<file path="config.mk">
export PLATFORM = sky130hd
export DESIGN_NAME = wdata_handler
export DESIGN_NICKNAME = d
export VERILOG_FILES = /design/src/rtl/wdata_handler.sv
export SDC_FILE = /design/constraint.sdc
export NUM_CORES = 1
export LEC_CHECK = 0
export ABC_AREA = 1
export CORE_MARGIN = 4
export CORE_UTILIZATION = 41
export DETAILED_ROUTE_END_ITERATION = 12
export GPL_ROUTABILITY_DRIVEN = 0
export GPL_TIMING_DRIVEN = 0
export MAX_ROUTING_LAYER = met4
export PLACE_DENSITY_LB_ADDON = 0.15
export SETUP_SLACK_MARGIN = 0.4
export SLEW_MARGIN = 20
export SYNTH_ARGS = -nofsm -noshare
export SYNTH_HDL_FRONTEND = slang
export SYNTH_SLANG_ARGS = --single-unit
</file>
<file path="constraint.sdc">
create_clock -name clk_i -period 3.6 [get_ports clk_i]
set_clock_uncertainty 0.1 [all_clocks]
set_input_delay 1.08 -clock clk_i [delete_from_list [all_inputs] [get_ports clk_i]]
set_output_delay 1.08 -clock clk_i [all_outputs]
set_load 0.05 [all_outputs]
</file>
<file path="src/rtl/wdata_handler.sv">
// -----------------------------------------------------------------------------
// wdata_handler
//
// Write-back path for one result tile of the systolic array.
// - A start pulse captures the tile base address.
// - Result rows from the array are buffered in a small FIFO.
// - Each buffered row is written to memory at consecutive row-stride
//   addresses, using a request/grant handshake.
// - A one-cycle done pulse follows the last granted write.
//
// Ports
//   clk_i, rst_ni        clock (rising edge), asynchronous active-low reset
//   start_i, addr_c_i    begin a tile write-back at base address addr_c_i
//   busy_o, done_o       busy while not idle; done pulses once per tile
//   row_valid_i, row_i   result row offered by the array
//   row_ready_o          handler accepts the offered row this cycle
//   en_c_o               memory write request
//   addr_c_o, wdata_c_o  write address and write data of that request
//   gnt_c_i              memory accepts the request this cycle
// -----------------------------------------------------------------------------
module wdata_handler #(
    parameter int SYS_ARRAY_SIZE = 4,
    parameter int ROW_BITS       = 32,
    parameter int ROW_BYTES      = 16,
    parameter int ADDR_WIDTH     = 32,
    parameter int FIFO_DEPTH     = 4
) (
    input  logic                  clk_i,
    input  logic                  rst_ni,
    input  logic                  start_i,
    input  logic [ADDR_WIDTH-1:0] addr_c_i,
    output logic                  busy_o,
    output logic                  done_o,
    input  logic                  row_valid_i,
    input  logic [ROW_BITS-1:0]   row_i,
    output logic                  row_ready_o,
    output logic                  en_c_o,
    output logic [ADDR_WIDTH-1:0] addr_c_o,
    output logic [ROW_BITS-1:0]   wdata_c_o,
    input  logic                  gnt_c_i
);

    localparam int CW = $clog2(SYS_ARRAY_SIZE + 1);
    localparam int PW = $clog2(FIFO_DEPTH);
    localparam int OW = $clog2(FIFO_DEPTH + 1);

    typedef enum logic [1:0] {
        S_IDLE,
        S_WRITE,
        S_DONE
    } state_e;

    state_e                state_q, state_d;
    logic [ADDR_WIDTH-1:0] addr_q, addr_d;
    logic [CW-1:0]         acc_cnt_q, acc_cnt_d;
    logic [CW-1:0]         wr_cnt_q, wr_cnt_d;
    logic [PW-1:0]         wptr_q, wptr_d;
    logic [PW-1:0]         rptr_q, rptr_d;
    logic [OW-1:0]         occ_q, occ_d;
    logic [ROW_BITS-1:0]   mem_q [FIFO_DEPTH];

    logic push;
    logic pop;

    // Ready depends only on registered state, so a push can never land on a
    // full FIFO even when a pop happens in the same cycle.
    assign row_ready_o = (state_q == S_WRITE)
                       && (occ_q != OW'(FIFO_DEPTH))
                       && (acc_cnt_q < CW'(SYS_ARRAY_SIZE));
    assign en_c_o      = (state_q == S_WRITE) && (occ_q != '0);
    assign addr_c_o    = addr_q;
    assign wdata_c_o   = en_c_o ? mem_q[rptr_q] : '0;
    assign busy_o      = (state_q != S_IDLE);
    assign done_o      = (state_q == S_DONE);

    assign push = row_valid_i && row_ready_o;
    assign pop  = en_c_o && gnt_c_i;

    always_comb begin
        state_d   = state_q;
        addr_d    = addr_q;
        acc_cnt_d = acc_cnt_q;
        wr_cnt_d  = wr_cnt_q;
        wptr_d    = wptr_q;
        rptr_d    = rptr_q;
        occ_d     = occ_q;
        unique case (state_q)
            S_IDLE: begin
                if (start_i) begin
                    state_d   = S_WRITE;
                    addr_d    = addr_c_i;
                    acc_cnt_d = '0;
                    wr_cnt_d  = '0;
                    wptr_d    = '0;
                    rptr_d    = '0;
                    occ_d     = '0;
                end
            end
            S_WRITE: begin
                if (push) begin
                    wptr_d    = wptr_q + PW'(1);
                    acc_cnt_d = acc_cnt_q + CW'(1);
                end
                if (pop) begin
                    rptr_d   = rptr_q + PW'(1);
                    // Address wraps naturally at ADDR_WIDTH bits.
                    addr_d   = addr_q + ADDR_WIDTH'(ROW_BYTES);
                    wr_cnt_d = wr_cnt_q + CW'(1);
                    if (wr_cnt_q == CW'(SYS_ARRAY_SIZE - 1)) begin
                        state_d = S_DONE;
                    end
                end
                case ({push, pop})
                    2'b10:   occ_d = occ_q + OW'(1);
                    2'b01:   occ_d = occ_q - OW'(1);
                    default: occ_d = occ_q;
                endcase
            end
            S_DONE: begin
                state_d = S_IDLE;
            end
            default: begin
                state_d = S_IDLE;
            end
        endcase
    end

    always_ff @(posedge clk_i or negedge rst_ni) begin
        if (!rst_ni) begin
            state_q   <= S_IDLE;
            addr_q    <= '0;
            acc_cnt_q <= '0;
            wr_cnt_q  <= '0;
            wptr_q    <= '0;
            rptr_q    <= '0;
            occ_q     <= '0;
        end else begin
            state_q   <= state_d;
            addr_q    <= addr_d;
            acc_cnt_q <= acc_cnt_d;
            wr_cnt_q  <= wr_cnt_d;
            wptr_q    <= wptr_d;
            rptr_q    <= rptr_d;
            occ_q     <= occ_d;
        end
    end

    // Row storage is pure data: it is not reset.
    // Emptiness is tracked by occ_q, and wdata_c_o is masked while en_c_o is low.
    always_ff @(posedge clk_i) begin
        if (push) begin
            mem_q[wptr_q] <= row_i;
        end
    end

endmodule
</file>
==> results of run 1 <==
## timing repair
action / in CTS / in global routing
resized for setup: 199 / 44
gates cloned: 0 / 0
pin swaps: 1 / 3
buffers inserted: 2 / 0
endpoints found under the setup margin: 34 / 34
## metrics by stage
| step | power (mW) | setup TNS [ns] | instance area, um^2 | hold slack [ns] | utilization [%] |
|---|---|---|---|---|---|
| 6_report | 10.4 | 0 | 10400 | 0.398 | 55.0 |
| 5_1_grt | 11.1 | 0 | 10400 | 0.416 | 55.0 |
| 4_1_cts | 10.4 | 0 | 10400 | 0.399 | 54.7 |
| 3_5_place_dp | 8.65 | -0.695 | 9820 | 0.382 | 51.8 |
| 3_3_place_gp | 8.53 | -157.37 | 9690 | 0.367 | 51.1 |
| 2_1_floorplan | 6.71 | 0 | 8010 | 0.353 | - |
## synth_stat cells, types with 3 or more instances
cell type,instances,share of area (%)
a21oi_1,39,2.4
buf_2,12,0.75
clkbuf_1,22,1.0
dfrtp_1,47,15
edfxtp_1,128,48
ha_1,8,1.3
inv_1,51,2.4
inv_2,3,0.14
mux2_2,4,0.56
nand2_1,158,7.4
nand3_1,44,2.8
nand4_1,4,0.31
nor2_1,213,10
o21ai_0,85,5.3
o21ai_1,8,0.50
xor2_1,3,0.33
## final cells by class
class / instances / area (um^2) / share of cell area [%]
Timing Repair Buffer: 142 / 1380 / 13.3
Antenna cell: 2 / 5.00 / 0.0480
Sequential cell: 175 / 5020 / 48.2
Multi-Input combinational cell: 586 / 2670 / 25.6
Inverter: 54 / 203 / 1.95
Clock inverter: 15 / 188 / 1.80
Buffer: 36 / 206 / 1.98
Tap cell: 260 / 325 / 3.12
Clock buffer: 17 / 425 / 4.08
## worst max-delay path, cell delays in order, from the launching register on
cell and delay [ns]:
dfrtp_1 0.42, inv_1 0.12, nand3_1 0.14, nand2_2 0.19, clkbuf_4 0.26, inv_1 0.05, clkdlybuf4s15_2 0.33
## sequential cells by signal (all words and copies together), names as in the netlist
name and cells:
wr_cnt_q 3, addr_c_o 32, state_q 2, wptr_q 2, acc_cnt_q 3, mem_q 128
occ_q 3, rptr_q 2
## path summary, 6_finish.rpt
path	from	endpoint	slack, ns	cells after the start
worst max register to register	state_q[1]	occ_q[2]	1.06	12
worst min-delay path	acc_cnt_q[1]	acc_cnt_q[1]	0.40	2
worst min register to register	acc_cnt_q[1]	acc_cnt_q[1]	0.40	2
min in group asynchronous	rst_ni	addr_c_o[23]	0.56	1
worst max-delay path	occ_q[0]	en_c_o	0.48	6
max in group asynchronous	rst_ni	acc_cnt_q[1]	2.38	1
## power by group through the flow
stage	combinational, mW	sequential [mW]	clock [mW]
final	5.53	3.03	1.88
after global routing	6.02	3.09	1.98
after CTS	5.50	3.03	1.90
after detailed placement	5.59	3.06	0
after global placement	5.45	3.08	0
after floorplan	3.12	3.59	0
## layer usage
metal | track usage, % | part of all wire (%) | vias to the layer above
met2 | 32.5 | 49 | 199
met5 | - | 0 | -
met1 | 25.5 | 44 | 2988
met4 | 5.96 | 1.7 | 0
li1 | - | - | 3176
met3 | 4.23 | 5.8 | 28
## cells in the final DEF (no fill, tap or decap), drive strengths merged
master	Yosys	routed
nor2	215	215
nand2	160	160
edfxtp	128	128
clkdlybuf4s50	0	101
o21ai	93	93
inv	54	62
buf	14	53
dfrtp	47	47
nand3	46	46
a21oi	39	39
clkbuf	22	39
ha	8	8
mux2	4	4
nand4	4	4
clkinv	0	4
xor2	3	3
diode	0	2
o21bai	2	2
nor3	2	2
o22ai	2	2
a22oi	2	2
clkinvlp	0	2
clkdlybuf4s15	0	2
nor4	1	1
a22o	1	1
or2	1	1
xnor2	1	1
a31oi	1	1
fa	1	1
bufinv	0	1
## cells by family after synthesis
group / Yosys count / synth area share (%)
compound gates: 140 / 8.97
xor+xnor: 4 / 0.438
fa+ha+maj: 9 / 1.50
buf+inv: 90 / 4.45
flops: 175 / 62.7
mux: 4 / 0.563
simple gates: 429 / 21.4
==> impl_metrics.toml, run 1 <==
[status]
status = "finished, final reports clean"

[cts]
numCtsBuffers = 17
postCtsHoldBufs = 0
tritoncts = "done"
clock_latency_ns = 0.44
clock_path_buffers = 2
root_buffer = "clkbuf_16"
clk_pin_slew_worst_paths_ns = 0.07
htreeDepth = 4
cts_sinks = 175

[critical_path]
crit_fanout = 10
arrival_ns = 1.94
worstSetupPathType = "reg -> out"
worst_setup_path_end_kind = "output port"
start_kind = "register"
cp_data_required_time_ns = 2.42

[sta]
finalCriticalPeriod_ns = 3.12
worst_slack_ns = 0.479
final-hold-violation-count = 0
clock.fmax_mhz = 320
rsz0062_at_grt = "true"
final-setup-viol-count = 0
worstMarginPinSlew_ns = 0.652
slew_headroom_pct = 56.5
finalMaxSlewViolations = 0
fin_crit_sh_pct = 86.7

[power]
power.internal_mw = 5.33
clkPwrFrac_pct = 18.0
ir_worst_vdd_v = 0.000488
swShare_pct = 49.0
p_sw_mw = 5.12
p_leak_nw = 4.13
powerDensity_nw_per_um2 = 1000
power_frac_comb_pct = 52.9
p_seq_share_pct = 29.0

[yosys]
synth_cell_types = 32
ys_ff_latch = 175
synth-edff-count = 128
synthArstFlopShare_pct = 26.9
yosys_most_used_dff = "edfxtp_1"
syn_inst = 851
netlist_area_um2 = 8010
seq_area_frac_synth_pct = 62.7
ys.warnings.count = 0
postSynthAreaPerCell_um2 = 9.41
synth_fp_nets = 929

[placed_design]
placed_cells = 1251
dpl.hpwl_um = 14300
place_ws_ns = -0.117
numPortBuffers = 136

[grt]
grt_pass1_vias = 6319
antenna_found_initial = 2
track_usage_pct = 20.0
grt_pass1_wl_um = 32900
grt_max_degree = 48
grt_overflow_total = 0

[finish]
final_cells = 1287
final_layout_size_suffix_gt1_share_pct = 11.9
area_growth_pct = 30.2
nFillCells = 1664
nets = 1090

[detailed_routing]
wirelength_um = 20900
vias_per_cell = 4.97
drtIter0Drc = 467
drc_errors = 0
vias = 6391
antenna_left = 0
dr.pass1.iters = 5
wl_per_cell_um = 16.2

[floorplanning]
die_h_um = 148
core_um2 = 19000
initial_core_util_pct = 42.2
die_area_um2 = 21800
row_count = 50
num_io_pins = 137
die_w_um = 148

[hold_path]
hp-class = "reg -> reg"

[flow_run]
drv_cap = 0
No activity file was read; power rests on OpenSTA's default activity.
==> run 2, diff against run 1 <==
--- a/config.mk
+++ b/config.mk
@@ -6,14 +6,15 @@
 export NUM_CORES = 1
 export LEC_CHECK = 0
 export ABC_AREA = 1
+export CELL_PAD_IN_SITES_DETAIL_PLACEMENT = 1
+export CELL_PAD_IN_SITES_GLOBAL_PLACEMENT = 1
 export CORE_MARGIN = 4
-export CORE_UTILIZATION = 41
+export CORE_UTILIZATION = 36
 export DETAILED_ROUTE_END_ITERATION = 12
 export GPL_ROUTABILITY_DRIVEN = 0
 export GPL_TIMING_DRIVEN = 0
 export MAX_ROUTING_LAYER = met4
 export PLACE_DENSITY_LB_ADDON = 0.15
-export SETUP_SLACK_MARGIN = 0.4
 export SLEW_MARGIN = 20
 export SYNTH_ARGS = -nofsm -noshare
 export SYNTH_HDL_FRONTEND = slang
==> impl_metrics.toml, run 2 (synthesized netlist as in run 1, its figures left out) <==
[sta]
final-hold-violation-count = 0
clock.fmax_mhz = 288
setup_tns_ns = 0
slew_headroom_pct = 56.7
worstMarginPinSlew_ns = 0.650
fin_crit_sh_pct = 96.5
finalMaxSlewViolations = 0
final-setup-viol-count = 0
finalCriticalPeriod_ns = 3.47

[power]
powerDensity_nw_per_um2 = 1010
p_leak_nw = 4.10
power_mw = 10.6
ir_worst_vdd_v = 0.000512

[floorplanning]
num_io_pins = 137
core_um2 = 21800
row_count = 54
initial_core_util_pct = 36.7
die_w_um = 157
die_h_um = 157
die_area_um2 = 24700

[finish]
final_cells = 1303
diodes = 0
mostFrequentLayoutCell = "nor2_1"
fin_area_um2 = 10500
largest_reg_flops = 128
top_register = "mem_q"
nFillCells = 2469
area_growth_pct = 31.0
final_layout_size_suffix_gt1_share_pct = 11.0
mostFrequentLayoutCells = "nor2_1 (209), nand2_1 (158), edfxtp_1 (128)"
nets = 1088

[cts]
clk_pin_slew_worst_paths_ns = 0.08
tritoncts = "done"
clock_latency_ns = 0.44
numCtsBuffers = 17
clock_path_buffers = 2
htreeDepth = 4
root_buffer = "clkbuf_16"
cts_sinks = 175

[detailed_routing]
wl_per_cell_um = 18.0
vias_per_cell = 5.03
drtIter0Drc = 312
dr.pass1.iters = 5
antenna_left = 0
drc_errors = 0
vias = 6557
wirelength_um = 23500

[placed_design]
place_area_um2 = 9840
placed_cells = 1271
numPortBuffers = 136
dpl.hpwl_um = 16700

[critical_path]
crit_fanout = 10
start_kind = "register"
worstSetupPathType = "reg -> out"
worst_setup_path_end_kind = "output port"
cp_data_required_time_ns = 2.42
arrival_ns = 2.29

[grt]
antenna_found_initial = 0
grt_pass1_wl_um = 37400
grt_pass1_vias = 6945
track_usage_pct = 20.2
grt_overflow_total = 0
grt_max_degree = 48

[flow_run]
drv_cap = 0

[status]
status = "finished, final reports clean"

[hold_path]
hp-class = "reg -> reg"
[run 2: final cells by class]
cell class | instances | area [um^2] | share of cell area (%)
buffer | 36 | 170 | 1.62
clock buffer | 17 | 425 | 4.06
inverter | 54 | 203 | 1.93
multi-input combinational | 586 | 2660 | 25.4
timing repair buffer | 140 | 1450 | 13.8
tap | 280 | 350 | 3.34
sequential | 175 | 5020 | 47.9
clock inverter | 15 | 208 | 1.98
[run 2: worst paths after layout]
path | from | slack (ns) | depth (start not counted) | endpoint
max | rptr_q[0] | 0.13 | 7 | wdata_c_o[28]
min | acc_cnt_q[1] | 0.40 | 2 | acc_cnt_q[1]
max in group asynchronous | rst_ni | 2.39 | 1 | wr_cnt_q[0]
max reg2reg | state_q[1] | 1.03 | 12 | occ_q[2]
min reg2reg | acc_cnt_q[1] | 0.40 | 2 | acc_cnt_q[1]
min in group asynchronous | rst_ni | 0.56 | 1 | addr_c_o[26]
[run 2: report_power, final]
group / internal, mW / total (mW) / switching [mW]
registers: 2.67 / 3.06 / 0.389
clock network: 1.02 / 1.94 / 0.915
logic: 1.60 / 5.56 / 3.96
[run 2: per-stage QoR]
step | setup slack [ns] | util, % | hold WS, ns
3_5_place_dp | -0.177 | 45.1 | 0.376
4_1_cts | 0.00212 | 48.2 | 0.407
6_report | 0.127 | 48.0 | 0.398
5_1_grt | -0.00602 | 48.0 | 0.426
2_1_floorplan | 0.497 | - | 0.353
3_3_place_gp | -1.26 | 44.5 | 0.380
[run 2: repair_timing]
action,4_1_cts,5_1_grt
resized for setup,100,25
buffers inserted,0,0
hold buffers,0,0
endpoints found under the setup margin,33,27
pin swaps,0,0
[run 2: critical path, stage by stage, from the launching register on]
cell             delay, ns
dfrtp_1               0.41
buf_2                 0.24
buf_2                 0.29
nor2_1                0.09
nor2_1                0.09
o21ai_0               0.11
a21oi_1               0.24
clkdlybuf4s15_2       0.41
[run 2: metal layers]
| layer | track usage (%) | part of all wire (%) |
|---|---|---|
| met1 | 25.9 | 45 |
| met2 | 33.8 | 50 |
| met3 | 3.19 | 3.7 |
| met4 | 5.08 | 0.90 |
| met5 | - | 0 |
==> run 3, diff against run 2 <==
--- a/config.mk
+++ b/config.mk
@@ -13,6 +13,7 @@
 export DETAILED_ROUTE_END_ITERATION = 12
 export GPL_ROUTABILITY_DRIVEN = 0
 export GPL_TIMING_DRIVEN = 0
+export HOLD_SLACK_MARGIN = 0.15
 export MAX_ROUTING_LAYER = met4
 export PLACE_DENSITY_LB_ADDON = 0.15
 export SLEW_MARGIN = 20
==> results of run 3 <==
Same layout as run 2: the final DEF is identical, and so are final timing and power.
==> variant: new RTL, flow settings as in run 3 <==
Set the parameter `ADDR_WIDTH` to 36 (it was 32).
--- a/src/rtl/wdata_handler.sv
+++ b/src/rtl/wdata_handler.sv
@@ -22,7 +22,7 @@
     parameter int SYS_ARRAY_SIZE = 4,
     parameter int ROW_BITS       = 32,
     parameter int ROW_BYTES      = 16,
-    parameter int ADDR_WIDTH     = 32,
+    parameter int ADDR_WIDTH     = 36,
     parameter int FIFO_DEPTH     = 4
 ) (
     input  logic                  clk_i,
Interface: changed (resized addr_c_i and addr_c_o); port bits go from 137 to 145. The function was not compared with the original's and may differ.
==> variant against run 3 <==
Synthesized cell count grew 6.9%. Wire length up 7.0%. Final cell count rose by 7.8%. Worst setup slack got worse by 0.021 ns. First-iteration DRC count fell by 9.6%. Sequential cell count grew 4. Via count grew 5.2%. Cell area rose by 4.6%. Hold slack better by 0.0038 ns. Area after synthesis up 5.0%.
Power is not compared: it rests on default switching activity, and its combinational part moved more than twofold at a synthesized area within 25%.
==> variant: results <==
placed_design:
  place_area_um2: 10400
  place_hpwl_mm: 18.2
  dpl_worst_slack_ns: -0.240
  io_buffers: 144
drt:
  wl_met1_mm: 10.7
  firstDrtPassIters: 4
  drtIter0Drc: 282
  wl_mm: 25.1
  routed.top_layer: "met4"
  met3_length_um: 892
  vias_per_cell: 4.92
  wl_met2_mm: 13.1
layout:
  fillerInstances: 2663
  final_cells: 1404
  nets: 1160
  drive_gt1_frac: 0.117
logic_synthesis:
  synth_xor_area_frac: 0.00312
  yosys-top-cells-area: "edfxtp_1 46%, dfrtp_1 15%, nor2_1 10%"
  yosys-mux-area-fraction: 0.00536
  yosys-top-cells-count: "231 x nor2_1, 175 x nand2_1, 128 x edfxtp_1, 96 x o21ai_0, 58 x inv_1"
  synthCells: 910
  ys_seq_area_frac: 0.609
  ys_types: 34
  syn_nets: 992
  synth_most_common_cell: "nor2_1"
  ys.flop_type: "edfxtp_1"
  synth_edf_count: 128
  yosys.area_share.adder: 0.0143
  synth-warning-count: 0
  async_flop_share: 0.285
  synth_compound_area_frac: 0.0897
setup_path:
  critPathTopFamily: "buffers and inverters"
  cp_slowest_cell: "clkdlybuf4s15_2"
  cp.arrival_ns: 2.31
run_status:
  outcome: "complete, no violations"
global_routing:
  grt_max_degree: 28
  grt.total_usage: 0.205
  grt_pass1_vias: 7522
  grt_pass1_wl_mm: 40.2
timing:
  max_slew_margin: 0.538
flow_run:
  max_cap_violations: 0
clock_tree:
  root_buffer: "clkbuf_16"
  cts_setup_buffers: 0
hold_path:
  min_path_type: "reg -> reg"
power_and_ir_drop:
  p_leak_uw: 0.00427
[variant: cell count changes after synthesis, sizes merged, moves of 2 or more]
cell / change
inv: +6
nand4: -4
xor2: -3
xnor2: +2
nand2: +20
dfrtp: +4
buf: +7
nand3: +4
o21ai: +7
clkbuf: -5
nor2: +22
[variant: layout make-up]
cell class                      count  area, um^2  area share
Timing Repair Buffer              149        1520       0.139
Clock buffer                       17         425      0.0388
Inverter                           60         228      0.0208
Tap cell                          313         392      0.0357
Multi-Input combinational cell    633        2900       0.264
Clock inverter                     15         166      0.0152
Sequential cell                   179        5120       0.467
Buffer                             38         215      0.0196
[variant: power breakdown]
part | internal, uW | switching, uW | total [uW]
registers | 2210 | 0 | 2210
clock network | 932 | 906 | 1840
logic | 70.7 | 41.7 | 112
[variant: worst paths after layout]
check                      slack (ns)                        to                     start  depth (start not counted)
max                              0.11              wdata_c_o[0]     rptr_q[0]$_DFFE_PN0P_                          7
min                              0.40  acc_cnt_q[0]$_DFFE_PN0P_  acc_cnt_q[0]$_DFFE_PN0P_                          1
max reg2reg                      1.24      occ_q[2]$_DFFE_PN0P_    state_q[1]$_DFFE_PN0P_                         12
min reg2reg                      0.40  acc_cnt_q[0]$_DFFE_PN0P_  acc_cnt_q[0]$_DFFE_PN0P_                          1
max in group asynchronous        2.45     wptr_q[0]$_DFFE_PN0P_                    rst_ni                          2
min in group asynchronous        0.45   addr_c_o[4]$_DFFE_PN0P_                    rst_ni                          1
[variant: what timing repair did]
action / CTS / global route
gates resized for setup: 113 / 26
gates cloned: 0 / 0
setup endpoints to repair: 33 / 21
hold buffers: 0 / 0
[variant: routing by layer]
metal  GRT usage  vias up
li1            -     3362
met1       0.249     3359
met2       0.357      158
met3      0.0287       22
met4      0.0589        0
met5           -        -
